===== src/rtl/spi_output_pkg.sv =====
// Constants shared by the SPI slave transmitter and receiver.
package spi_output_pkg;

    localparam int SPI_LENGTH_DEFAULT = 8;

    // Mode 1: sck idles low, slave drives on the rising edge, master samples on the falling edge.
    localparam bit SPI_CPOL = 1'b0;
    localparam bit SPI_CPHA = 1'b1;

    localparam logic [31:0] SPI_FILL_DEFAULT = 32'hFFFF_FFFF;

    function automatic int spi_cnt_width(input int length);
        return $clog2(length + 1);
    endfunction

endpackage


===== src/rtl/spi_output_sync_edge.sv =====
// Two-flop synchronizer for an asynchronous pin, with rising/falling edge pulses.
module spi_sync_edge #(
    parameter logic RESET_VAL = 1'b0
) (
    input  logic clk,
    input  logic rst_n,
    input  logic din,
    output logic sync,
    output logic rise,
    output logic fall
);

    logic meta;
    logic prev;

    always_ff @(posedge clk or negedge rst_n) begin
        if (!rst_n) begin
            meta <= RESET_VAL;
            sync <= RESET_VAL;
            prev <= RESET_VAL;
        end else begin
            meta <= din;
            sync <= meta;
            prev <= sync;
        end
    end

    assign rise = sync & ~prev;
    assign fall = ~sync & prev;

endmodule


===== src/rtl/spi_output.sv =====
// SPI mode-1 slave transmitter: one-word holding buffer feeding a MSB-first shifter on miso.
module spi_output
    import spi_output_pkg::*;
#(
    parameter int                LENGTH = SPI_LENGTH_DEFAULT,
    parameter logic [LENGTH-1:0] FILL   = SPI_FILL_DEFAULT[LENGTH-1:0]
) (
    input  logic              clk,
    input  logic              rst_n,
    input  logic              sck,
    input  logic              cs,
    output logic              miso,
    output logic              miso_oe,
    input  logic [LENGTH-1:0] tx_data,
    input  logic              tx_valid,
    output logic              tx_ready,
    output logic              underrun,
    output logic              word_done
);

    localparam int CW = spi_cnt_width(LENGTH);

    logic              sck_sync, sck_rise, sck_fall;
    logic              cs_sync, cs_rise, cs_fall;
    logic [LENGTH-1:0] hold_data;
    logic              full;
    logic [LENGTH-1:0] shreg;
    logic [CW-1:0]     cnt;
    logic [CW-1:0]     cnt_base;
    logic [CW-1:0]     cnt_inc;
    logic [LENGTH-1:0] word;

    spi_sync_edge #(.RESET_VAL(1'b0)) u_sck_sync (
        .clk  (clk),
        .rst_n(rst_n),
        .din  (sck),
        .sync (sck_sync),
        .rise (sck_rise),
        .fall (sck_fall)
    );

    spi_sync_edge #(.RESET_VAL(1'b1)) u_cs_sync (
        .clk  (clk),
        .rst_n(rst_n),
        .din  (cs),
        .sync (cs_sync),
        .rise (cs_rise),
        .fall (cs_fall)
    );

    // A cs fall coinciding with an sck rise must see a zeroed counter in the same clk.
    always_comb begin
        cnt_base = cs_fall ? '0 : cnt;
        cnt_inc  = cnt_base + CW'(1);
        word     = full ? hold_data : FILL;
    end

    assign tx_ready = ~full;

    always_ff @(posedge clk or negedge rst_n) begin
        if (!rst_n) begin
            miso      <= 1'b0;
            miso_oe   <= 1'b0;
            hold_data <= '0;
            full      <= 1'b0;
            shreg     <= '0;
            cnt       <= '0;
            underrun  <= 1'b0;
            word_done <= 1'b0;
        end else begin
            underrun  <= 1'b0;
            word_done <= 1'b0;

            if (tx_valid && !full) begin
                hold_data <= tx_data;
                full      <= 1'b1;
            end

            if (cs_rise) begin
                miso_oe <= 1'b0;
                cnt     <= '0;
                miso    <= 1'b0;
            end else begin
                if (cs_fall) begin
                    miso_oe <= 1'b1;
                    cnt     <= '0;
                end
                if (sck_rise && !cs_sync) begin
                    if (cnt_base == '0) begin
                        miso  <= word[LENGTH-1];
                        shreg <= word << 1;
                        if (full) full <= 1'b0;
                        else      underrun <= 1'b1;
                    end else begin
                        miso  <= shreg[LENGTH-1];
                        shreg <= shreg << 1;
                    end
                    if (cnt_inc == CW'(LENGTH)) begin
                        cnt       <= '0;
                        word_done <= 1'b1;
                    end else begin
                        cnt <= cnt_inc;
                    end
                end
            end
        end
    end

endmodule


===== config.mk =====
export PLATFORM = sky130hd
export DESIGN_NAME = spi_output
export DESIGN_NICKNAME = d
export VERILOG_FILES = /design/src/rtl/spi_output_pkg.sv /design/src/rtl/spi_output_sync_edge.sv /design/src/rtl/spi_output.sv
export SDC_FILE = /design/constraint.sdc
export NUM_CORES = 1
export LEC_CHECK = 0
export BUFFER_PORTS_ARGS = -buffer_cell sky130_fd_sc_hd__buf_2
export CAP_MARGIN = 10
export CORE_MARGIN = 2
export CORE_UTILIZATION = 60
export DETAILED_ROUTE_END_ITERATION = 8
export PLACE_DENSITY_LB_ADDON = 0.08
export SYNTH_ARGS = -nofsm -noshare
export SYNTH_HDL_FRONTEND = slang
export SYNTH_SLANG_ARGS = --single-unit

===== constraint.sdc =====
create_clock -name clk -period 3.75 [get_ports clk]
set_input_delay 0.375 -clock clk [delete_from_list [all_inputs] [get_ports clk]]
set_output_delay 0.375 -clock clk [all_outputs]
set_load 0.1 [all_outputs]

# After elaboration in Yosys (flattened, before gate mapping)
# Cells that the tools add are included.
[totals]
ff_bits = 31
elab_cells = 55
[op_classes]
addsub = 1
eq_ne = 1
mux = 23
n_bitwise = 8
n_reduce_logical = 8
[ops]
columns = ["cell", "n"]
rows = [
  ["$mux W1", 17],
  ["$mux W4", 4],
  ["$mux W8", 2],
  ["$not A1 Y1", 5],
  ["$add A4 B1 Y4 const B", 1],
  ["$eq A4 B4 Y1 const B", 1],
  ["$logic_not A4 Y1", 1],
  ["$reduce_bool A2 Y1", 2],
  ["$and A1 B1 Y1", 3],
  ["$logic_and A1 B1 Y1", 2],
  ["$logic_not A1 Y1", 2],
  ["$reduce_and A2 Y1", 1],
]

# Logic depth before layout (Yosys ltp)
[depth]
word_depth = 8
mapped_depth = 9
depth_no_buf = 8

# Cells and area by module
# Synthesis repeated with hierarchy kept, for this count alone.
[hier_totals]
hier_cells = 120
area_unflattened_um2 = 1380.1
[by_module_without_submodules]
columns = ["module", "n_inst", "cells_per_inst", "area_per_inst_um2", "seq_area_each_um2"]
rows = [
  ["spi_output", 1, 110, 1196.1, 600.6],
  ["spi_sync_edge at u_cs_sync", 1, 5, 93.8, 78.8],
  ["spi_sync_edge at u_sck_sync", 1, 5, 90.1, 75.1],
]

# Least setup slack after synthesis
# OpenSTA, ideal clock, no wires.
[synth_path]
kind = "flip-flop to flip-flop"
startpoint = "register u_cs_sync.sync"
endpoint = "register miso"
t_arrival_ps = 2024
t_required_ps = 3624
slack_ps = 1600
stages_incl_launch_ff = 10
path_buffers = 2
path_cell_list = "dfstp_2 -> inv_1 -> ha_1 -> nor2b_1 -> inv_1 -> ha_1 -> clkbuf_1 -> and2_1 -> clkbuf_1 -> a311o_1"
[synth_via]
elab_chain_len = 7
word_cells_on_any_way = 11
[synth_lines]
columns = ["item", "line_no", "rtl"]
rows = [
  ["start, declared", "spi_output_sync_edge.sv:8", "output logic sync,"],
  ["start signal, assigned", "spi_output_sync_edge.sv:23", "sync <= meta;"],
  ["$not A1 Y1", "spi_output_sync_edge.sv:29", "assign fall = ~sync & prev;"],
  ["$and A1 B1 Y1", "spi_output_sync_edge.sv:29", ""],
  ["$mux W4", "--", ""],
  ["$logic_not A4 Y1", "spi_output.sv:89", "if (cnt_base == '0) begin"],
  ["$mux W1", "spi_output.sv:89", ""],
  ["$mux W1", "spi_output.sv:88", "if (sck_rise && !cs_sync) begin"],
  ["$mux W1", "spi_output.sv:79", "if (cs_rise) begin"],
  ["end signal, assigned", "spi_output.sv:90", "miso <= word[LENGTH-1];"],
  ["end signal, assigned", "spi_output.sv:95", "miso <= shreg[LENGTH-1];"],
  ["end, declared", "spi_output.sv:12", "output logic miso,"],
]
# Parallel ways exist; a longest one is shown, timed or not. The select of a mux whose other input is x is not followed.
# A chain may end at the register's enable or synchronous reset.

# Worst setup path in the final report
[layout_path]
startpoint = "register u_cs_sync.prev"
endpoint = "register shreg[5]"
[layout_via]
elab_chain_len = 4
word_cells_on_any_way = 8
[layout_lines]
columns = ["item", "line_no", "rtl"]
rows = [
  ["start, declared", "spi_output_sync_edge.sv:14", "logic prev;"],
  ["start signal, assigned", "spi_output_sync_edge.sv:24", "prev <= sync;"],
  ["$and A1 B1 Y1 / $not A1 Y1 (equally long branches)", "spi_output_sync_edge.sv:29, spi_output_sync_edge.sv:28", ""],
  ["$mux W4 / $and A1 B1 Y1 (equally long branches)", "--", ""],
  ["$logic_not A4 Y1 / $not A1 Y1 (equally long branches)", "--", ""],
  ["$mux W8 / $reduce_and A2 Y1 (equally long branches)", "--", ""],
  ["end signal, assigned", "spi_output.sv:91", "shreg <= word << 1;"],
  ["end signal, assigned", "spi_output.sv:96", "shreg <= shreg << 1;"],
  ["end, declared", "spi_output.sv:27", "logic [LENGTH-1:0] shreg;"],
]
# Parallel ways exist; a longest one is shown, timed or not.

==> impl_metrics.toml <==
[outcome]
run_status = "finished clean"

[clock_tree]
clk_latency_ns = 0.33
cts_resized = 0
cts_tree = "yes"
ctsHtreeMaxLevel = 2
numClockSinks = 30
clock_path_buffers = 2
post_cts_buffers = 0
clkTransAtPathRegs_ns = 0.10
cts_inserted_buffers = 5
cts_hold_buf = 0
root_buffer = "clkbuf_4"

[sta]
final.setup_skew_ns = 0.0107
maxSlewHeadroom_pct = 46.7
whs_ns = 0.0511
grt_setup_unrepaired = "false"
tightest_slew_ns = 0.798
min_period_ns = 2.26
finalSetupViolations = 0
max_freq_mhz = 443
hold_viol = 0
period_share_pct = 60.2
slew_violations = 0
tns_ns = 0

[cells_and_area]
multiInputGateArea_um2 = 553
regArea_um2 = 754
antennaDiodeCount = 0
stdcell_count = 166
reg.largest.list = "hold_data (8), shreg (7), cnt (4)"
nets = 154
largest_register = "hold_data"
largest_reg_flops = 8
area_delta_synth_final_pct = 11.4
final_layout_size_suffix_gt1_share_pct = 30.4
fillers = 165

[setup_path]
crit_path_start_kind = "flip-flop"
cpPeakStageDelay_ns = 0.80
critPathSlowestCell = "or4b_1"
path_cells = "inv_1 -> ha_1 -> or4b_1 -> a211oi_1 -> a211oi_1"
crit_buf_inv = 1
cp-end-kind = "flip-flop"
worstPathMaxFanout = 17
worst_ep_required_time_ns = 3.95
worstSetupPathType = "reg2reg"
path_delay_family = "simple AND/OR/NAND/NOR gates"
worstPathArrival_ns = 2.46
crit_top_cell = "a211oi_1"

[yosys]
ys_ff_latch = 30
syn_avg_cell_area_um2 = 11.6
ys_types = 34
ys_seq_area_share_pct = 54.9
async_reset_ff_share_pct = 100
netlist_instances = 119
ys.flop_type = "dfrtp_1"
netlist_area_um2 = 1380
synth-edff-count = 0
synth_nets = 136
yosysWarnings = 0

[route]
post_drt_via_cell_ratio = 5.69
wl_mm = 2.38
via_count = 944
drc = 0
first_pass_iters = 6
wl_per_cell_um = 14.3
ant_nets = 0
drt-initial-drc-count = 19

[power]
clkPwrFrac_pct = 30.2
powerDensity_nw_per_um2 = 541
leakage_nw = 0.671
ir_drop_mv = 0.461
p_switching_mw = 0.240
seq_power_share_pct = 51.5
power_frac_comb_pct = 18.2
swShare_pct = 29.0
p_int_mw = 0.588

[die]
initial_core_util_pct = 62.8
die_w_um = 51.9
rows = 17
dieHeight_um = 51.9
die-area_um2 = 2690
core_um2 = 2190
num_io_pins = 18

[placement]
place.gp.congestion = 0.825
hpwl_mm = 1.74
portBuffers = 17
place_inst = 158

[min_path]
hp-class = "in2async"

[run]
maxCapViolCount = 0

[global_route]
grt_max_degree = 31
track_usage_pct = 21.4
antenna_found_initial = 0
grt_pass1_wl_mm = 4.02
first_global_vias = 866
grt-ovfl-total = 0
layer usage:
layer | global-route usage [%] | up-vias | part of all wire (%)
li1 | - | 466 | -
met1 | 28.4 | 458 | 48
met2 | 31.4 | 18 | 47
met3 | 8.62 | 2 | 3.1
met4 | 7.89 | 0 | 1.2
met5 | 0 | - | 0
worst paths after layout:
kind	slack, ns	from	to	cells past startpoint
min in group clk	0.14	cs	u_cs_sync.meta$_DFF_PN1_	1
max in group asynchronous	3.28	rst_n	u_sck_sync.prev$_DFF_PN0_	1
max reg2reg	1.49	u_cs_sync.prev$_DFF_PN1_	shreg[5]$_DFFE_PN0P_	5
max	1.49	u_cs_sync.prev$_DFF_PN1_	shreg[5]$_DFFE_PN0P_	5
min	0.05	rst_n	cnt[3]$_DFF_PN0_	1
min reg2reg	0.36	u_cs_sync.meta$_DFF_PN1_	u_cs_sync.sync$_DFF_PN1_	0
cell families (layout without fill, tap and decap cells):
kind of cell             count (synthesis)  after routing  share of synthesized area [%]
AO/OA/AOI/OAI                           25             25                           13.8
XOR/XNOR                                 1              1                          0.637
adder cells (fa/ha/maj)                  4              4                           3.64
buffers and inverters                   13             32                           4.91
flip-flops                              30             30                           54.9
multiplexers                             8              8                           6.55
AND/OR/NAND/NOR                         38             38                           15.6
layout make-up:
cell class / count / share of cell area (%)
clock buffers: 5 / 2.45
clock inverters: 3 / 2.61
inverters: 7 / 1.72
multi-input cells: 76 / 36.1
flip-flops and latches: 30 / 49.3
well taps: 28 / 2.29
repair buffers: 17 / 5.56
per-stage QoR:
step	power [mW]	worst slack, ns	util [%]	instance area (µm²)
floorplan	0.541	1.60	-	1380
global placement	0.575	1.52	66.4	1450
detailed placement	0.586	1.51	66.4	1450
CTS	0.837	1.49	69.9	1530
global route	0.869	1.37	69.9	1530
finish	0.828	1.49	69.9	1530
cell usage after synthesis, types with 2 or more instances:
| cell type | instances | area [µm²] |
|---|---|---|
| dfrtp_1 | 27 | 676 |
| nor3_1 | 8 | 40.0 |
| nor2b_1 | 2 | 12.5 |
| dfstp_2 | 3 | 78.8 |
| nand2b_1 | 3 | 18.8 |
| or3b_2 | 2 | 17.5 |
| a21oi_1 | 5 | 25.0 |
| ha_1 | 4 | 50.1 |
| nor3b_1 | 2 | 15.0 |
| a211oi_1 | 11 | 82.6 |
| inv_1 | 6 | 22.5 |
| clkbuf_1 | 4 | 15.0 |
| nand2_1 | 8 | 30.0 |
| mux2_2 | 8 | 90.1 |
| nor2_1 | 7 | 26.3 |
power by group through the flow:
stage	Sequential (mW)	Combinational [mW]	Clock, mW
finish	0.427	0.151	0.250
detailed placement	0.433	0.153	0
floorplan	0.446	0.0949	0
global placement	0.428	0.147	0
global route	0.433	0.167	0.269
CTS	0.426	0.153	0.257
layout by cell type (no fill, tap or decap), types with 5 or more instances in the layout:
cell / instances
buf_2: 17
nor3_1: 8
inv_1: 6
nor2_1: 7
mux2_2: 8
a211oi_1: 11
clkbuf_4: 5
dfrtp_1: 27
nand2_1: 8
a21oi_1: 5
Note: power is estimated with default switching activity, not from simulation.
